==> config.mk <==
export PLATFORM = sky130hd
export DESIGN_NAME = sdrc_app_monitor
export DESIGN_NICKNAME = d
export VERILOG_FILES = /design/src/rtl/sdrc_mon_pkg.sv /design/src/rtl/sdrc_mon_fifo.sv /design/src/rtl/sdrc_app_monitor.sv
export SDC_FILE = /design/constraint.sdc
export NUM_CORES = 1
export LEC_CHECK = 0
export BUFFER_PORTS_ARGS = -buffer_cell sky130_fd_sc_hd__buf_2
export CORE_MARGIN = 5
export CORE_UTILIZATION = 50
export DETAILED_ROUTE_END_ITERATION = 16
export GPL_TIMING_DRIVEN = 0
export HOLD_SLACK_MARGIN = 0.15
export PLACE_DENSITY = 0.7
export SYNTH_ARGS = -nofsm -noshare
export SYNTH_HDL_FRONTEND = slang
export SYNTH_HIERARCHICAL = 1
export SYNTH_SLANG_ARGS = --single-unit
export TNS_END_PERCENT = 10
==> constraint.sdc <==
create_clock -name sdram_clk -period 5.1 [get_ports sdram_clk]
set_input_delay 0.51 -clock sdram_clk [delete_from_list [all_inputs] [get_ports sdram_clk]]
set_output_delay 0.51 -clock sdram_clk [all_outputs]
set_load 0.02 [all_outputs]
==> src/rtl/sdrc_mon_pkg.sv <==
// Shared constants for the SDRAM controller application-interface monitor:
// error-bit indices, direction indices and SDRAM command encodings.
package sdrc_mon_pkg;

    localparam int NUM_ERR          = 8;
    localparam int ERR_ZERO_LEN     = 0;
    localparam int ERR_UNSTABLE     = 1;
    localparam int ERR_TIMEOUT      = 2;
    localparam int ERR_OVF          = 3;
    localparam int ERR_WR_ORPHAN    = 4;
    localparam int ERR_RD_ORPHAN    = 5;
    localparam int ERR_LAST_EARLY   = 6;
    localparam int ERR_LAST_MISSING = 7;

    localparam int DIR_WR = 0;
    localparam int DIR_RD = 1;

    // Command encoding as {cs_n, ras_n, cas_n, we_n}
    localparam logic [3:0] CMD_NOP       = 4'b0111;
    localparam logic [3:0] CMD_ACTIVE    = 4'b0011;
    localparam logic [3:0] CMD_READ      = 4'b0101;
    localparam logic [3:0] CMD_WRITE     = 4'b0100;
    localparam logic [3:0] CMD_PRECHARGE = 4'b0010;
    localparam logic [3:0] CMD_REFRESH   = 4'b0001;
    localparam logic [3:0] CMD_LOAD_MODE = 4'b0000;

    function automatic logic is_refresh(input logic [3:0] cmd);
        return cmd == CMD_REFRESH;
    endfunction

endpackage

==> src/rtl/sdrc_mon_fifo.sv <==
// Small first-word-fall-through FIFO of burst lengths; head is read
// combinationally so the beat tracker can compare against it every cycle.
module sdrc_mon_fifo #(
    parameter int DEPTH = 4,
    parameter int W     = 9
) (
    input  logic                     clk,
    input  logic                     rst_n,
    input  logic                     push,
    input  logic                     pop,
    input  logic [W-1:0]             din,
    output logic [W-1:0]             head,
    output logic                     full,
    output logic                     empty,
    output logic [$clog2(DEPTH):0]   count
);
    localparam int AW = $clog2(DEPTH);
    localparam logic [AW:0] FULL_CNT = (AW+1)'(DEPTH);

    logic [W-1:0]  mem [DEPTH];
    logic [AW-1:0] wr_ptr_reg;
    logic [AW-1:0] rd_ptr_reg;
    logic [AW:0]   count_reg;
    logic [AW:0]   count_next;
    logic          do_push;
    logic          do_pop;

    assign empty   = count_reg == '0;
    assign full    = count_reg == FULL_CNT;
    assign do_pop  = pop && !empty;
    // A full FIFO still accepts a push when the head leaves in the same cycle
    assign do_push = push && (!full || do_pop);
    assign head    = mem[rd_ptr_reg];
    assign count   = count_reg;

    always_comb begin
        count_next = count_reg;
        case ({do_push, do_pop})
            2'b10:   count_next = count_reg + 1'b1;
            2'b01:   count_next = count_reg - 1'b1;
            default: count_next = count_reg;
        endcase
    end

    always_ff @(posedge clk) begin
        if (do_push) begin
            mem[wr_ptr_reg] <= din;
        end
    end

    always_ff @(posedge clk or negedge rst_n) begin
        if (!rst_n) begin
            wr_ptr_reg <= '0;
            rd_ptr_reg <= '0;
            count_reg  <= '0;
        end else begin
            if (do_push) wr_ptr_reg <= wr_ptr_reg + 1'b1;
            if (do_pop)  rd_ptr_reg <= rd_ptr_reg + 1'b1;
            count_reg <= count_next;
        end
    end

endmodule

==> src/rtl/sdrc_app_monitor.sv <==
// Passive protocol monitor for the SDRAM controller application interface:
// tracks outstanding bursts per direction, flags protocol errors, counts events.
module sdrc_app_monitor
    import sdrc_mon_pkg::*;
#(
    parameter int APP_AW  = 26,
    parameter int BL_W    = 9,
    parameter int DEPTH   = 4,
    parameter int TIMEOUT = 1024,
    parameter int CNT_W   = 16
) (
    input  logic                     sdram_clk,
    input  logic                     sdram_resetn,
    input  logic                     app_req,
    input  logic [APP_AW-1:0]        app_req_addr,
    input  logic [BL_W-1:0]          app_req_len,
    input  logic                     app_req_wr_n,
    input  logic                     app_req_ack,
    input  logic                     app_wr_next_req,
    input  logic                     app_last_wr,
    input  logic                     app_rd_valid,
    input  logic                     app_last_rd,
    input  logic                     sdr_cs_n,
    input  logic                     sdr_ras_n,
    input  logic                     sdr_cas_n,
    input  logic                     sdr_we_n,
    input  logic                     clr,
    output logic [NUM_ERR-1:0]       err_flags,
    output logic                     err_pulse,
    output logic [$clog2(DEPTH):0]   wr_outstanding,
    output logic [$clog2(DEPTH):0]   rd_outstanding,
    output logic [CNT_W-1:0]         cnt_wr_bursts,
    output logic [CNT_W-1:0]         cnt_rd_bursts,
    output logic [CNT_W-1:0]         cnt_refresh
);
    localparam int OW     = $clog2(DEPTH) + 1;
    localparam int WAIT_W = $clog2(TIMEOUT + 1);
    localparam logic [WAIT_W-1:0] WAIT_MAX  = WAIT_W'(TIMEOUT);
    localparam logic [WAIT_W-1:0] WAIT_LAST = WAIT_W'(TIMEOUT - 1);

    logic              accept;
    logic              waiting;
    logic              len_zero;
    logic [1:0]        push_req;
    logic [1:0]        beat;
    logic [1:0]        last;
    logic [1:0]        orphan;
    logic [1:0]        last_early;
    logic [1:0]        last_missing;
    logic [1:0]        overflow;
    logic [1:0]        burst_done;
    logic [1:0][OW-1:0] fifo_count;

    logic [APP_AW-1:0] prev_addr_reg;
    logic [BL_W-1:0]   prev_len_reg;
    logic              prev_wr_n_reg;
    logic              prev_wait_reg;
    logic              unstable;

    logic [WAIT_W-1:0] wait_cnt_reg;
    logic [WAIT_W-1:0] wait_cnt_next;
    logic              timeout_hit;

    logic [NUM_ERR-1:0] new_err;
    logic [NUM_ERR-1:0] err_flags_reg;
    logic               err_pulse_reg;
    logic [2:0]         cnt_inc;

    assign accept   = app_req && app_req_ack;
    assign waiting  = app_req && !app_req_ack;
    assign len_zero = app_req_len == '0;
    assign push_req[DIR_WR] = accept && !len_zero && !app_req_wr_n;
    assign push_req[DIR_RD] = accept && !len_zero &&  app_req_wr_n;
    assign beat = {app_rd_valid, app_wr_next_req};
    assign last = {app_last_rd, app_last_wr};

    // Per-direction length FIFO plus beat tracker against the head burst
    for (genvar gi = 0; gi < 2; gi++) begin : g_dir
        logic [BL_W-1:0] head_len;
        logic            fifo_full;
        logic            fifo_empty;
        logic            pop_c;
        logic            orphan_c;
        logic            early_c;
        logic            missing_c;
        logic [BL_W-1:0] beat_cnt_reg;
        logic [BL_W-1:0] beat_cnt_next;
        logic [BL_W:0]   beat_inc;

        sdrc_mon_fifo #(
            .DEPTH (DEPTH),
            .W     (BL_W)
        ) u_fifo (
            .clk   (sdram_clk),
            .rst_n (sdram_resetn),
            .push  (push_req[gi]),
            .pop   (pop_c),
            .din   (app_req_len),
            .head  (head_len),
            .full  (fifo_full),
            .empty (fifo_empty),
            .count (fifo_count[gi])
        );

        assign beat_inc = {1'b0, beat_cnt_reg} + 1'b1;

        // Emptiness is the pre-cycle state, so a same-cycle push never owns this beat
        always_comb begin
            pop_c         = 1'b0;
            orphan_c      = 1'b0;
            early_c       = 1'b0;
            missing_c     = 1'b0;
            beat_cnt_next = beat_cnt_reg;
            if (beat[gi]) begin
                if (fifo_empty) begin
                    orphan_c = 1'b1;
                end else if (beat_inc == {1'b0, head_len}) begin
                    pop_c         = 1'b1;
                    beat_cnt_next = '0;
                    missing_c     = !last[gi];
                end else begin
                    beat_cnt_next = beat_inc[BL_W-1:0];
                    early_c       = last[gi];
                end
            end
        end

        always_ff @(posedge sdram_clk or negedge sdram_resetn) begin
            if (!sdram_resetn) begin
                beat_cnt_reg <= '0;
            end else begin
                beat_cnt_reg <= beat_cnt_next;
            end
        end

        assign orphan[gi]       = orphan_c;
        assign last_early[gi]   = early_c;
        assign last_missing[gi] = missing_c;
        assign burst_done[gi]   = pop_c;
        assign overflow[gi]     = push_req[gi] && fifo_full && !pop_c;
    end

    assign wr_outstanding = fifo_count[DIR_WR];
    assign rd_outstanding = fifo_count[DIR_RD];

    // Request fields must hold while a request is waiting for its ack
    assign unstable = waiting && prev_wait_reg &&
                      ((app_req_addr != prev_addr_reg) ||
                       (app_req_len  != prev_len_reg)  ||
                       (app_req_wr_n != prev_wr_n_reg));

    assign timeout_hit = waiting && (wait_cnt_reg == WAIT_LAST);

    always_comb begin
        wait_cnt_next = '0;
        if (waiting) begin
            wait_cnt_next = (wait_cnt_reg == WAIT_MAX) ? WAIT_MAX : wait_cnt_reg + 1'b1;
        end
    end

    always_ff @(posedge sdram_clk or negedge sdram_resetn) begin
        if (!sdram_resetn) begin
            prev_addr_reg <= '0;
            prev_len_reg  <= '0;
            prev_wr_n_reg <= 1'b0;
            prev_wait_reg <= 1'b0;
            wait_cnt_reg  <= '0;
        end else begin
            prev_addr_reg <= app_req_addr;
            prev_len_reg  <= app_req_len;
            prev_wr_n_reg <= app_req_wr_n;
            prev_wait_reg <= waiting;
            wait_cnt_reg  <= wait_cnt_next;
        end
    end

    always_comb begin
        new_err                   = '0;
        new_err[ERR_ZERO_LEN]     = accept && len_zero;
        new_err[ERR_UNSTABLE]     = unstable;
        new_err[ERR_TIMEOUT]      = timeout_hit;
        new_err[ERR_OVF]          = |overflow;
        new_err[ERR_WR_ORPHAN]    = orphan[DIR_WR];
        new_err[ERR_RD_ORPHAN]    = orphan[DIR_RD];
        new_err[ERR_LAST_EARLY]   = |last_early;
        new_err[ERR_LAST_MISSING] = |last_missing;
    end

    always_ff @(posedge sdram_clk or negedge sdram_resetn) begin
        if (!sdram_resetn) begin
            err_flags_reg <= '0;
            err_pulse_reg <= 1'b0;
        end else begin
            err_flags_reg <= clr ? '0 : (err_flags_reg | new_err);
            err_pulse_reg <= |new_err;
        end
    end

    assign err_flags = err_flags_reg;
    assign err_pulse = err_pulse_reg;

    // Saturating statistics: 0 = write bursts, 1 = read bursts, 2 = refresh
    assign cnt_inc = {is_refresh({sdr_cs_n, sdr_ras_n, sdr_cas_n, sdr_we_n}),
                      burst_done[DIR_RD], burst_done[DIR_WR]};

    for (genvar gi = 0; gi < 3; gi++) begin : g_cnt
        logic [CNT_W-1:0] cnt_reg;

        always_ff @(posedge sdram_clk or negedge sdram_resetn) begin
            if (!sdram_resetn) begin
                cnt_reg <= '0;
            end else if (clr) begin
                cnt_reg <= '0;
            end else if (cnt_inc[gi] && (cnt_reg != '1)) begin
                cnt_reg <= cnt_reg + 1'b1;
            end
        end
    end

    assign cnt_wr_bursts = g_cnt[0].cnt_reg;
    assign cnt_rd_bursts = g_cnt[1].cnt_reg;
    assign cnt_refresh   = g_cnt[2].cnt_reg;

endmodule

==> metrics.md <==
| Metric | Value |
|---|---|
| Library cells used by synthesis | 66 |
| Initial Util | 50.88% |
| Maxcap violations | 0 |
| Hold depth | 1 |
| Layout area overhead | 19.76% |
| WL met2 | 10750 µm |
| Critical path arrival | 5.07 ns |
| Initial antenna violation count | 1 |
| Top sig layer | met5 |
| Sequential-to-total area share from yosys stat | 56.26% |
| Routed vias/inst | 5.529 |
| Fin crit share | 91.22% |
| Syn. warnings | 6 |
| Crit. End Element | register |
| Critical-path top delay cell | a2111oi_4 |
| Worst r2r src | g_dir[0].u_fifo/rd_ptr_reg[0] |
| Ports | 112 |
| Root Buffer | clkbuf_16 |
| Worst-case clock buffer depth | 3 |
| Status | complete, no violations |
| FF-to-FF setup slack | 0.45 ns |
| Setup Skew | 0.008812 ns |
| Largest net degree at the start of global routing | 100 |
| TritonCTS clock tree | yes |
| Clk_lat worst skew | 0.51 ns |
| Setup_tns | 0 ns |
| Post-synth EDFFs | 72 |
| WL/cell | 16.99 µm |
| Post-synth top area cell | dfrtp_1 |
| Core box area | 19530 µm² |
| # rows | 51 |
| Fin. Hold Viols | 0 |
| Vias in the first global route | 7040 |
| First-pass GRT wire length | 35830 µm |
| Critical setup path kind | reg2reg |
| DP Wirelength | 14900 µm |
| Synth top area share | 34.50% |
| Metal-1 WL | 9582 µm |
| Number of flip-flops in the largest register | 72 |
| RSZ-0062 raised after global routing | no |
| Clock Sinks | 209 |
| Chip width | 151.0 µm |
| Worst Hold Class | in2reg |
| # DRC | 0 |
| Slew margin rel. | 28.91% |
| Final Routed Wirelength | 21960 µm |
| Final layout net count | 1076 |
| Post-Syn Area | 9936 µm² |
| Tot GR Track Use | 19.49% |
| Most frequent cell after synthesis | dfrtp_1 |
| Synthesis-stage register bit count | 209 |
| Post_cts resized | 0 |
| Fill count | 1568 |
| Worst R2R End | g_dir[0].u_fifo/count[1] |
| Die ar. | 22790 µm² |
| Hold path start | app_req_wr_n |
| Max Freq | 215.0 MHz |
| Gate Count Post-Synth | 846 |
| Pwr Density | 406.8 nW/µm² |
| Final setup fails | 0 |
| Mean area per synthesized cell | 11.74 µm² |
| PnR worst setup slack | 0.4478 ns |
| Synth async-reset ratio | 65.55% |
| Via count | 7143 |
| Global placer's final weighted congestion | 0.8899 |
| Num CTS Buffers | 23 |
| H-tree Lvls | 1 |
| Synth area leaders | dfrtp_1 (35%), edfxtp_1 (22%), xnor2_1 (6.1%) |
| Share of cells above drive strength 1 | 19.40% |
| Slew Limit Fails | 0 |
| Routed Antenna Nets | 0 |
| Crit path cell chain | buf_2, mux4_2, xnor2_1, or3_1, a221o_1, a2111oi_4, nand2_2, inv_1, nor2b_1, nand2_1, fa_1, o21ba_2, o211ai_1, a22oi_1 |
| CP required | 5.52 ns |
| 1st-iter DRT viols | 461 |
| CP startpoint kind | register |
| Die Ht | 151.0 µm |
| Reg2Reg Depth | 14 |
| Max VDD drop | 313.2 µV |
| Pleak | 4.822 nW |
| Critical-path maximum fanout | 10 |
| Crit path time final | 4.652 ns |
| Net count after synthesis | 912 |
| CTS clk-pin slew, worst paths | 0.06 ns |
| IO Port Bufs | 111 |
| Top_reg_cell synth | dfrtp_1 |
| Drt first pass iters | 5 |
| Met3 wire len | 1272 µm |
| Placement Setup Slack | 0.5149 ns |
| Gr ovfl total | 0 |
| Worst Hold End | prev_wr_n_reg |
| CP max stage delay | 0.64 ns |
| Most common library cells after synthesis | dfrtp_1 (137), nor2_1 (73), edfxtp_1 (72) |
| Slew @ Worst Pin | 1.064 ns |
## worst max-delay path by stage
stage	slack (ns)	cells after the start	to	startpoint
finish	0.45	14	g_dir[0].u_fifo/count[1]	g_dir[0].u_fifo/rd_ptr_reg[0]
global route	0.06	15	g_dir[1].u_fifo/count[1]	g_dir[1].u_fifo/rd_ptr_reg[0]
CTS	0.45	14	g_dir[0].u_fifo/count[1]	g_dir[0].u_fifo/rd_ptr_reg[0]
detailed placement	0.51	14	g_dir[0].u_fifo/count[1]	g_dir[0].u_fifo/rd_ptr_reg[0]
global placement	0.54	14	g_dir[0].u_fifo/count[1]	g_dir[0].u_fifo/rd_ptr_reg[0]
floorplan	1.07	14	g_dir[1].u_fifo/count[1]	g_dir[1].u_fifo/rd_ptr_reg[0]
## routing by layer
metal,global-route usage (%),vias to the layer above
met3,3.800,31
li1,-,3435
met1,26.57,3499
met5,0,-
met4,4.352,2
met2,32.66,176
## cell type report
type / instances / area (µm²) / area share [%]
multi-input combinational: 571 / 4063 / 34.14
buffer: 33 / 160.2 / 1.346
tap: 265 / 331.6 / 2.787
sequential: 209 / 5590 / 46.98
inverter: 33 / 123.9 / 1.041
clock inverter: 11 / 146.4 / 1.230
timing repair buffer: 139 / 859.6 / 7.224
antenna: 1 / 2.502 / 0.02103
clock buffer: 30 / 621.8 / 5.226
## what timing repair did
item                                   CTS  global route
endpoints found under the hold margin   64             0
buffers inserted                         0             0
hold buffers                            27             0
## where the power goes
part           internal (W)  total, W  switching, W
logic              0.000471   0.00112      0.000646
registers           0.00190   0.00204      0.000138
clock network       0.00102   0.00169      0.000670
total               0.00339   0.00484       0.00145
## stage by stage
| step | area (µm²) | cells | power, W | hold slack [ns] | util [%] |
|---|---|---|---|---|---|
| after floorplan | 9936 | 846 | 0.002848 | 0.2144 | - |
| after global placement | 10820 | 1222 | 0.003140 | 0.4834 | 55.43 |
| after detailed placement | 10860 | 1223 | 0.003164 | 0.4430 | 55.60 |
| after CTS | 11900 | 1291 | 0.004870 | 0.1706 | 60.92 |
| after global routing | 11900 | 1291 | 0.005089 | 0.1778 | 60.93 |
| final | 11900 | 1292 | 0.004841 | 0.1885 | 60.94 |
## cells by family (layout without fill, tap and decap cells)
logic type	Yosys count	in the layout	share of synthesized area (%)
buf+inv	66	246	2.859
xor+xnor	96	96	8.462
mux	26	26	5.012
simple gates	293	293	15.58
other cells	0	1	0
fa+ha+maj	17	17	2.292
compound gates	139	139	9.533
flops	209	209	56.26
## worst max-delay path, delay by kind of cell, from the launching register on
kind / cells / cell delay, ns
AOI/OAI and AO/OA: 5 / 1.52
xor gates and xnor gates: 1 / 0.17
adders and majority gates: 1 / 0.45
buffers and inverters: 2 / 0.49
DFF: 1 / 0.36
muxes: 1 / 0.61
and+or+nand+nor: 4 / 0.97
## layout by cell type, fill, tap and decap left out, types with 18 or more instances in the layout
cell type      synthesis  final
clkbuf_16              0     23
nand2_1               44     44
mux4_2                18     18
dfrtp_1              137    137
edfxtp_1              72     72
clkbuf_1              17     22
xor2_1                27     27
o21ai_0               38     38
and3_1                19     19
inv_1                 33     33
a21oi_1               34     34
nand4_1               26     26
nand3_1               36     36
buf_2                  8    118
nor2_1                73     73
dlygate4sd3_1          0     27
xnor2_1               69     69
No activity file was read; power rests on OpenSTA's default activity.
